$ cat src/rtl/wb_defs.sv
// Shared Wishbone definitions: arbiter state encodings, outstanding-counter
// width and the counter update helper used by bus-sharing blocks.
package wb_defs;

    localparam int OUTST_W = 4;

    typedef enum logic [1:0] {
        ARB_IDLE = 2'd0,
        ARB_OWN0 = 2'd1,
        ARB_OWN1 = 2'd2
    } arb_state_e;

    // Accept and ack in the same cycle cancel out.
    function automatic logic [OUTST_W-1:0] outst_next(
        input logic [OUTST_W-1:0] cnt,
        input logic               inc,
        input logic               dec
    );
        logic [OUTST_W-1:0] nxt;
        case ({inc, dec})
            2'b10:   nxt = cnt + OUTST_W'(1'b1);
            2'b01:   nxt = cnt - OUTST_W'(1'b1);
            default: nxt = cnt;
        endcase
        return nxt;
    endfunction

endpackage

$ cat src/rtl/wb_arbiter_rr_grant.sv
// Two-requester winner selection; grant1 high means master 1 wins.
// Purely combinational, the caller registers the result.
module rr_grant #(
    parameter int ROUND_ROBIN = 1
) (
    input  logic req0,
    input  logic req1,
    input  logic last,
    output logic grant1
);

    // Pick the winner: on a tie, round-robin favours whoever was not granted last.
    always_comb begin
        grant1 = 1'b0;
        if (req0 && req1) begin
            if (ROUND_ROBIN != 0) begin
                grant1 = ~last;
            end else begin
                grant1 = 1'b0;
            end
        end else if (req1) begin
            grant1 = 1'b1;
        end else begin
            grant1 = 1'b0;
        end
    end

endmodule

$ cat src/rtl/wb_arbiter.sv
// Two-master pipelined Wishbone arbiter in front of a single responder, with
// a per-grant cap on accepted-but-unacknowledged requests.
module wb_arbiter
    import wb_defs::*;
#(
    parameter int MAX_OUTSTANDING = 4,
    parameter int ROUND_ROBIN     = 1
) (
    input  logic        clk,
    input  logic        rst,
    input  logic        i_m0_wb_cyc,
    input  logic        i_m0_wb_stb,
    input  logic        i_m0_wb_we,
    input  logic [31:0] i_m0_wb_addr,
    input  logic [31:0] i_m0_wb_data,
    input  logic [3:0]  i_m0_wb_sel,
    output logic        o_m0_wb_ack,
    output logic        o_m0_wb_stall,
    output logic [31:0] o_m0_wb_data,
    input  logic        i_m1_wb_cyc,
    input  logic        i_m1_wb_stb,
    input  logic        i_m1_wb_we,
    input  logic [31:0] i_m1_wb_addr,
    input  logic [31:0] i_m1_wb_data,
    input  logic [3:0]  i_m1_wb_sel,
    output logic        o_m1_wb_ack,
    output logic        o_m1_wb_stall,
    output logic [31:0] o_m1_wb_data,
    output logic        o_wb_cyc,
    output logic        o_wb_stb,
    output logic        o_wb_we,
    output logic [31:0] o_wb_addr,
    output logic [31:0] o_wb_data,
    output logic [3:0]  o_wb_sel,
    input  logic        i_wb_ack,
    input  logic        i_wb_stall,
    input  logic [31:0] i_wb_data
);

    arb_state_e         state_r;
    logic [OUTST_W-1:0] outst_r;
    logic               last_r;
    logic               grant1_s;
    logic               full_s;
    logic               accept_s;
    logic               ack_valid_s;

    rr_grant #(
        .ROUND_ROBIN(ROUND_ROBIN)
    ) u_rr_grant (
        .req0   (i_m0_wb_cyc),
        .req1   (i_m1_wb_cyc),
        .last   (last_r),
        .grant1 (grant1_s)
    );

    assign full_s      = (outst_r == OUTST_W'(MAX_OUTSTANDING));
    assign accept_s    = o_wb_stb && !i_wb_stall;
    // An ack with nothing outstanding belongs to an abandoned grant.
    assign ack_valid_s = i_wb_ack && (outst_r != {OUTST_W{1'b0}});

    // Route the owner's request onto the shared bus, holding stb off when full.
    always_comb begin
        o_wb_cyc  = 1'b0;
        o_wb_stb  = 1'b0;
        o_wb_we   = 1'b0;
        o_wb_addr = 32'h0000_0000;
        o_wb_data = 32'h0000_0000;
        o_wb_sel  = 4'h0;
        case (state_r)
            ARB_OWN0: begin
                o_wb_cyc  = i_m0_wb_cyc;
                o_wb_stb  = i_m0_wb_stb && !full_s;
                o_wb_we   = i_m0_wb_we;
                o_wb_addr = i_m0_wb_addr;
                o_wb_data = i_m0_wb_data;
                o_wb_sel  = i_m0_wb_sel;
            end
            ARB_OWN1: begin
                o_wb_cyc  = i_m1_wb_cyc;
                o_wb_stb  = i_m1_wb_stb && !full_s;
                o_wb_we   = i_m1_wb_we;
                o_wb_addr = i_m1_wb_addr;
                o_wb_data = i_m1_wb_data;
                o_wb_sel  = i_m1_wb_sel;
            end
            default: begin
                o_wb_cyc = 1'b0;
                o_wb_stb = 1'b0;
            end
        endcase
    end

    // Return responder status to the owner; the non-owner sees a stalled, silent bus.
    always_comb begin
        o_m0_wb_stall = 1'b1;
        o_m0_wb_ack   = 1'b0;
        o_m0_wb_data  = 32'h0000_0000;
        o_m1_wb_stall = 1'b1;
        o_m1_wb_ack   = 1'b0;
        o_m1_wb_data  = 32'h0000_0000;
        if (state_r == ARB_OWN0) begin
            o_m0_wb_stall = i_wb_stall || full_s;
            o_m0_wb_ack   = ack_valid_s;
            o_m0_wb_data  = i_wb_data;
        end else if (state_r == ARB_OWN1) begin
            o_m1_wb_stall = i_wb_stall || full_s;
            o_m1_wb_ack   = ack_valid_s;
            o_m1_wb_data  = i_wb_data;
        end else begin
            o_m0_wb_stall = 1'b1;
            o_m1_wb_stall = 1'b1;
        end
    end

    // Ownership FSM, outstanding counter and last-granted tracking.
    always_ff @(posedge clk) begin
        if (rst) begin
            state_r <= ARB_IDLE;
            outst_r <= {OUTST_W{1'b0}};
            last_r  <= 1'b1;
        end else begin
            case (state_r)
                ARB_IDLE: begin
                    outst_r <= {OUTST_W{1'b0}};
                    if (i_m0_wb_cyc || i_m1_wb_cyc) begin
                        state_r <= grant1_s ? ARB_OWN1 : ARB_OWN0;
                        last_r  <= grant1_s;
                    end else begin
                        state_r <= ARB_IDLE;
                    end
                end
                ARB_OWN0: begin
                    if (!i_m0_wb_cyc) begin
                        outst_r <= {OUTST_W{1'b0}};
                        if (i_m1_wb_cyc) begin
                            state_r <= ARB_OWN1;
                            last_r  <= 1'b1;
                        end else begin
                            state_r <= ARB_IDLE;
                        end
                    end else begin
                        outst_r <= outst_next(outst_r, accept_s, ack_valid_s);
                    end
                end
                ARB_OWN1: begin
                    if (!i_m1_wb_cyc) begin
                        outst_r <= {OUTST_W{1'b0}};
                        if (i_m0_wb_cyc) begin
                            state_r <= ARB_OWN0;
                            last_r  <= 1'b0;
                        end else begin
                            state_r <= ARB_IDLE;
                        end
                    end else begin
                        outst_r <= outst_next(outst_r, accept_s, ack_valid_s);
                    end
                end
                default: begin
                    state_r <= ARB_IDLE;
                    outst_r <= {OUTST_W{1'b0}};
                end
            endcase
        end
    end

endmodule

$ cat config.mk
export PLATFORM = sky130hd
export DESIGN_NAME = wb_arbiter
export DESIGN_NICKNAME = d
export VERILOG_FILES = /design/src/rtl/wb_defs.sv /design/src/rtl/wb_arbiter_rr_grant.sv /design/src/rtl/wb_arbiter.sv
export SDC_FILE = /design/constraint.sdc
export NUM_CORES = 1
export LEC_CHECK = 0
export CORE_AREA = 2 2 121 123
export CTS_BUF_LIST = sky130_fd_sc_hd__clkbuf_8 sky130_fd_sc_hd__clkbuf_16
export DETAILED_ROUTE_END_ITERATION = 6
export DIE_AREA = 0 0 123 125
export DONT_BUFFER_PORTS = 1
export SLEW_MARGIN = 20
export SYNTH_ARGS = -nofsm -noshare
export SYNTH_HDL_FRONTEND = slang
export SYNTH_SLANG_ARGS = --single-unit
$ cat constraint.sdc
create_clock -name clk -period 3.2 [get_ports clk]
set_input_delay 0.8 -clock clk [delete_from_list [all_inputs] [get_ports clk]]
set_output_delay 0.8 -clock clk [all_outputs]
set_load 0.005 [all_outputs]
==> results.md <==
- The path class of the tightest hold or removal check is reg -> reg.
- Registers take 140.1 um2.
- The share of the clock period used by the worst path is 84.14%.
- The floorplan step defined a die boundary enclosing 0.01538 mm2.
- For this run, the leading register cell type out of synthesis is sky130_fd_sc_hd__dfxtp_1.
- Summing every instance area after synthesis gives 0.001715 mm2.
- For this run, asynchronously set or reset flops after synthesis account for 0%.
- The critical path endpoint category is a primary output.
- The number of cells on the worst reg-to-reg path is 10.
- The number of cells upsized or downsized after cts is 0.
- The startpoint of the worst-slack reg-to-reg timing path is state_r[0].
- The number of enable-type register cells in the synthesized netlist is 0.
- TritonCTS built the clock tree.
- The synthesized netlist net count is 416.
- sky130_fd_sc_hd__a22o_1 takes more of the synthesized area than any other cell.
- The number of search-and-repair iterations in the first detailed-routing pass is 4.
- The worst setup slack after placement is 0.5587 ns.
- Per report_power, the combinational group accounts for 47.0% of the total.
- The floorplan step set the die height to 125 um.
- At the worst endpoint, the arrival time is 1.89 ns.
- The initialized floorplan defines 44 standard-cell rows.
- The critical path starts at state_r[1].
- The number of H-tree branching levels is 1.
- The final core utilization is 13.97%.
- Following the worst setup path forward leads to its endpoint at o_wb_addr[24].
- The maximum number of buffers from clock root to sink is 2.
- The most repeated cell in the gate-level netlist after synthesis is sky130_fd_sc_hd__a22o_1.
- After clock tree synthesis, the clock-pin slew on the worst setup and hold paths is 0.04 ns.
- By count the netlist is led by sky130_fd_sc_hd__a22o_1 (68), sky130_fd_sc_hd__and2_1 (67), sky130_fd_sc_hd__clkbuf_1 (16).
- The launching element type of the critical path is a flip-flop.
- The die outline width is 123 um.
- During synthesis, Yosys emitted a total of 0 warnings.
- The number of setup violations in the final report is 0.
- The number of distinct standard cells referenced by the synthesized netlist is 34.
- The number of global-route vias before repair was 1721.
- Setup repair after global routing left no endpoint under its margin.
- The largest net degree at the start of global routing is 70.
- After synthesis, the mean cell area works out to 7.491 um2.
- The post-route cell area is 0.001984 mm2.
- The post-route netlist has 7.009% of its cells at a drive strength greater than 1.
- The final count of hold timing violations is 0.
- Global routing used 9.024% of the available tracks.
- The time the worst path needs with I/O delays and setup is 2.693 ns.
- The portion of total power attributed to sequential cells is 17.0%.
- In the final layout, the multi-input gates occupy 0.001461 mm2.
- The critical path is of the reg -> out type.
- Detailed routing inserted a total of 1943 vias.
- The tool flagged a number of max-cap violations equal to 0.
- After synthesis the netlist holds a flip-flop and latch count of 7.
- The top cell type by area accounts for 34.72% of the synthesized area.
- The internal cell power is 371.3 uW.
- For this run, the top clock speed supported by timing is 371.4 MHz.
- The endpoint identified for the worst register-to-register timing path is outst_r[3].
- Counting every instance in the synthesized netlist gives 229.
- Relative to the synthesized area, the layout overhead comes to 15.68%.
- By area the synthesized netlist is led by sky130_fd_sc_hd__a22o_1 (35%), sky130_fd_sc_hd__and2_1 (24%), sky130_fd_sc_hd__dfxtp_1 (8.2%).
- At the pin with the least slew margin, the transition time is 0.3254 ns.
- The total of buffers placed on input and output ports is 0.
- The antenna diode count is 0.
- The total half-perimeter wirelength after legalization and detailed placement is 7.074 mm.
- Summed over all cells, the static leakage comes to 0.0007407 uW.
- Once placement finished, the instance area stood at 0.001906 mm2.
- The final number of max-transition violations is 0.
- The total overflow left after global routing is 0.
- The proportion of total power due to net switching is 37.29%.
- The number of nets in the layout is 402.
- The required time at the worst-slack endpoint is 2.40 ns.
- The filler cells instantiated in the layout total 1579.
- The first routing iteration left 152 violations.
- Pin placement for this block handled 317 I/O pins.
- The initial antenna violation count is 0.
- In the final timing run, aggregate negative setup slack is 0 ns.
- The cell sitting at the root of the clock tree is a sky130_fd_sc_hd__clkbuf_16.
- The maximum fanout encountered on the critical timing path is 69.
- Routability-driven placement finished with a final weighted congestion of 0.8681.
- The run finished with clean final reports.
- Clock latency on the worst-skew pair, taken at its later pin, is 0.23 ns.
- For this configuration, the core starts out at a cell density of 12.08%.
- The post-synthesis sequential area ratio is 8.169%.
- Setup slack on the worst reg-to-reg path comes out at 0.68 ns.
- For this design, the CTS-stage hold fixing added 0 buffers.
- The post-CTS setup buffer count is 0.
- The highest ir drop seen on vdd is 329.6 uV.
- Clock tree synthesis inserted a total of 3 buffers.
- The ratio of routed vias to standard cells is 4.882.
- The DRC violations left is 0.
- The global-route wire length before repair is 10.56 mm.
- The number of clock sinks is 7.
- The share of power burned in the clock network is 36.0%.
- The worst pin sits at a relative slew slack of 78.31%.
- In this run the remaining antenna-violating nets after routing total 0.
- The switching power of the nets is 220.8 uW.
- The final wirelength is 8.360 mm.
- In the post-route analysis, the smallest setup slack over all paths is 0.5074 ns.
- The core outline area is 0.01420 mm2.
- The wire length per cell is 21.01 um.
- The power per cell area is 298.4 mW/mm2.
- For the final database, setup skew stands at 0.005204 ns.
per-stage QoR:
| step | hold WS (ns) | power (uW) | instances |
|---|---|---|---|
| final | 0.4971 | 592.1 | 398 |
| after global routing | 0.5210 | 625.9 | 398 |
| after CTS | 0.4966 | 593.6 | 398 |
| after detailed placement | 0.4916 | 380.6 | 394 |
| after global placement | 0.4802 | 373.5 | 394 |
| after floorplan | 0.4643 | 323.0 | 229 |
cells by family (layout without fill, tap and decap cells):
group / count (synthesis) / in the layout / share of synthesized area [%]
XOR/XNOR: 2 / 2 / 1.021
AO/OA/AOI/OAI: 86 / 86 / 42.09
AND/OR/NAND/NOR: 94 / 94 / 33.11
multiplexers: 3 / 3 / 1.823
buffers and inverters: 28 / 13 / 6.784
flip-flops: 7 / 7 / 8.169
adder cells (fa/ha/maj): 9 / 9 / 7.002
power groups by stage:
stage                     combinational (uW)  sequential (uW)  clock, uW
after floorplan                          223              100          0
after global placement                   273              101          0
after detailed placement                 279              102          0
after CTS                                280              100        213
after global routing                     306              102        219
final                                    279              100        213
critical path: stages (launching register included):
cell,delay (ns)
sky130_fd_sc_hd__dfxtp_1,0.40
sky130_fd_sc_hd__inv_1,0.09
sky130_fd_sc_hd__ha_1,0.39
sky130_fd_sc_hd__and2_2,0.20
sky130_fd_sc_hd__buf_12,0.24
sky130_fd_sc_hd__a22o_1,0.27
cell usage in the layout (no fill, tap or decap), drive strengths merged, types with 2 or more instances in the layout:
cell and instances:
a21oi 9, buf 4, mux2i 2, nor2b 2
nand2b 2, nand3 4, a31oi 2, nor2 6
clkbuf 3, inv 6, and2 68, nand2 5
dfxtp 7, ha 8, a22o 69, or4b 2
how the worst min path moves through the flow:
stage / depth (start not counted) / endpoint / slack, ns / start
finish: 2 / state_r[0] / 0.50 / state_r[0]
global route: 2 / state_r[0] / 0.52 / state_r[0]
CTS: 2 / state_r[0] / 0.50 / state_r[0]
detailed placement: 2 / state_r[0] / 0.49 / state_r[0]
global placement: 2 / state_r[0] / 0.48 / state_r[0]
floorplan: 2 / state_r[0] / 0.46 / state_r[0]
area by class of cell:
type | instances | share of cell area (%)
multi-input combinational | 194 | 73.64
sequential | 7 | 7.062
timing repair buffer | 4 | 2.774
clock buffer | 3 | 3.783
clock inverter | 1 | 0.1892
tap | 184 | 11.60
inverter | 5 | 0.9458
metal layers:
layer	share of wire (%)	vias to the layer above	track usage (%)
met5	0	-	0
met4	0.12	0	0.5348
met3	12	3	2.920
met2	51	166	15.47
met1	37	955	11.50
li1	-	819	-
flip-flops by register name, summed over array words and instances (netlist names):
signal and flops:
outst_r 4, state_r 2, last_r 1
Power figures use the tool's default switching activity.
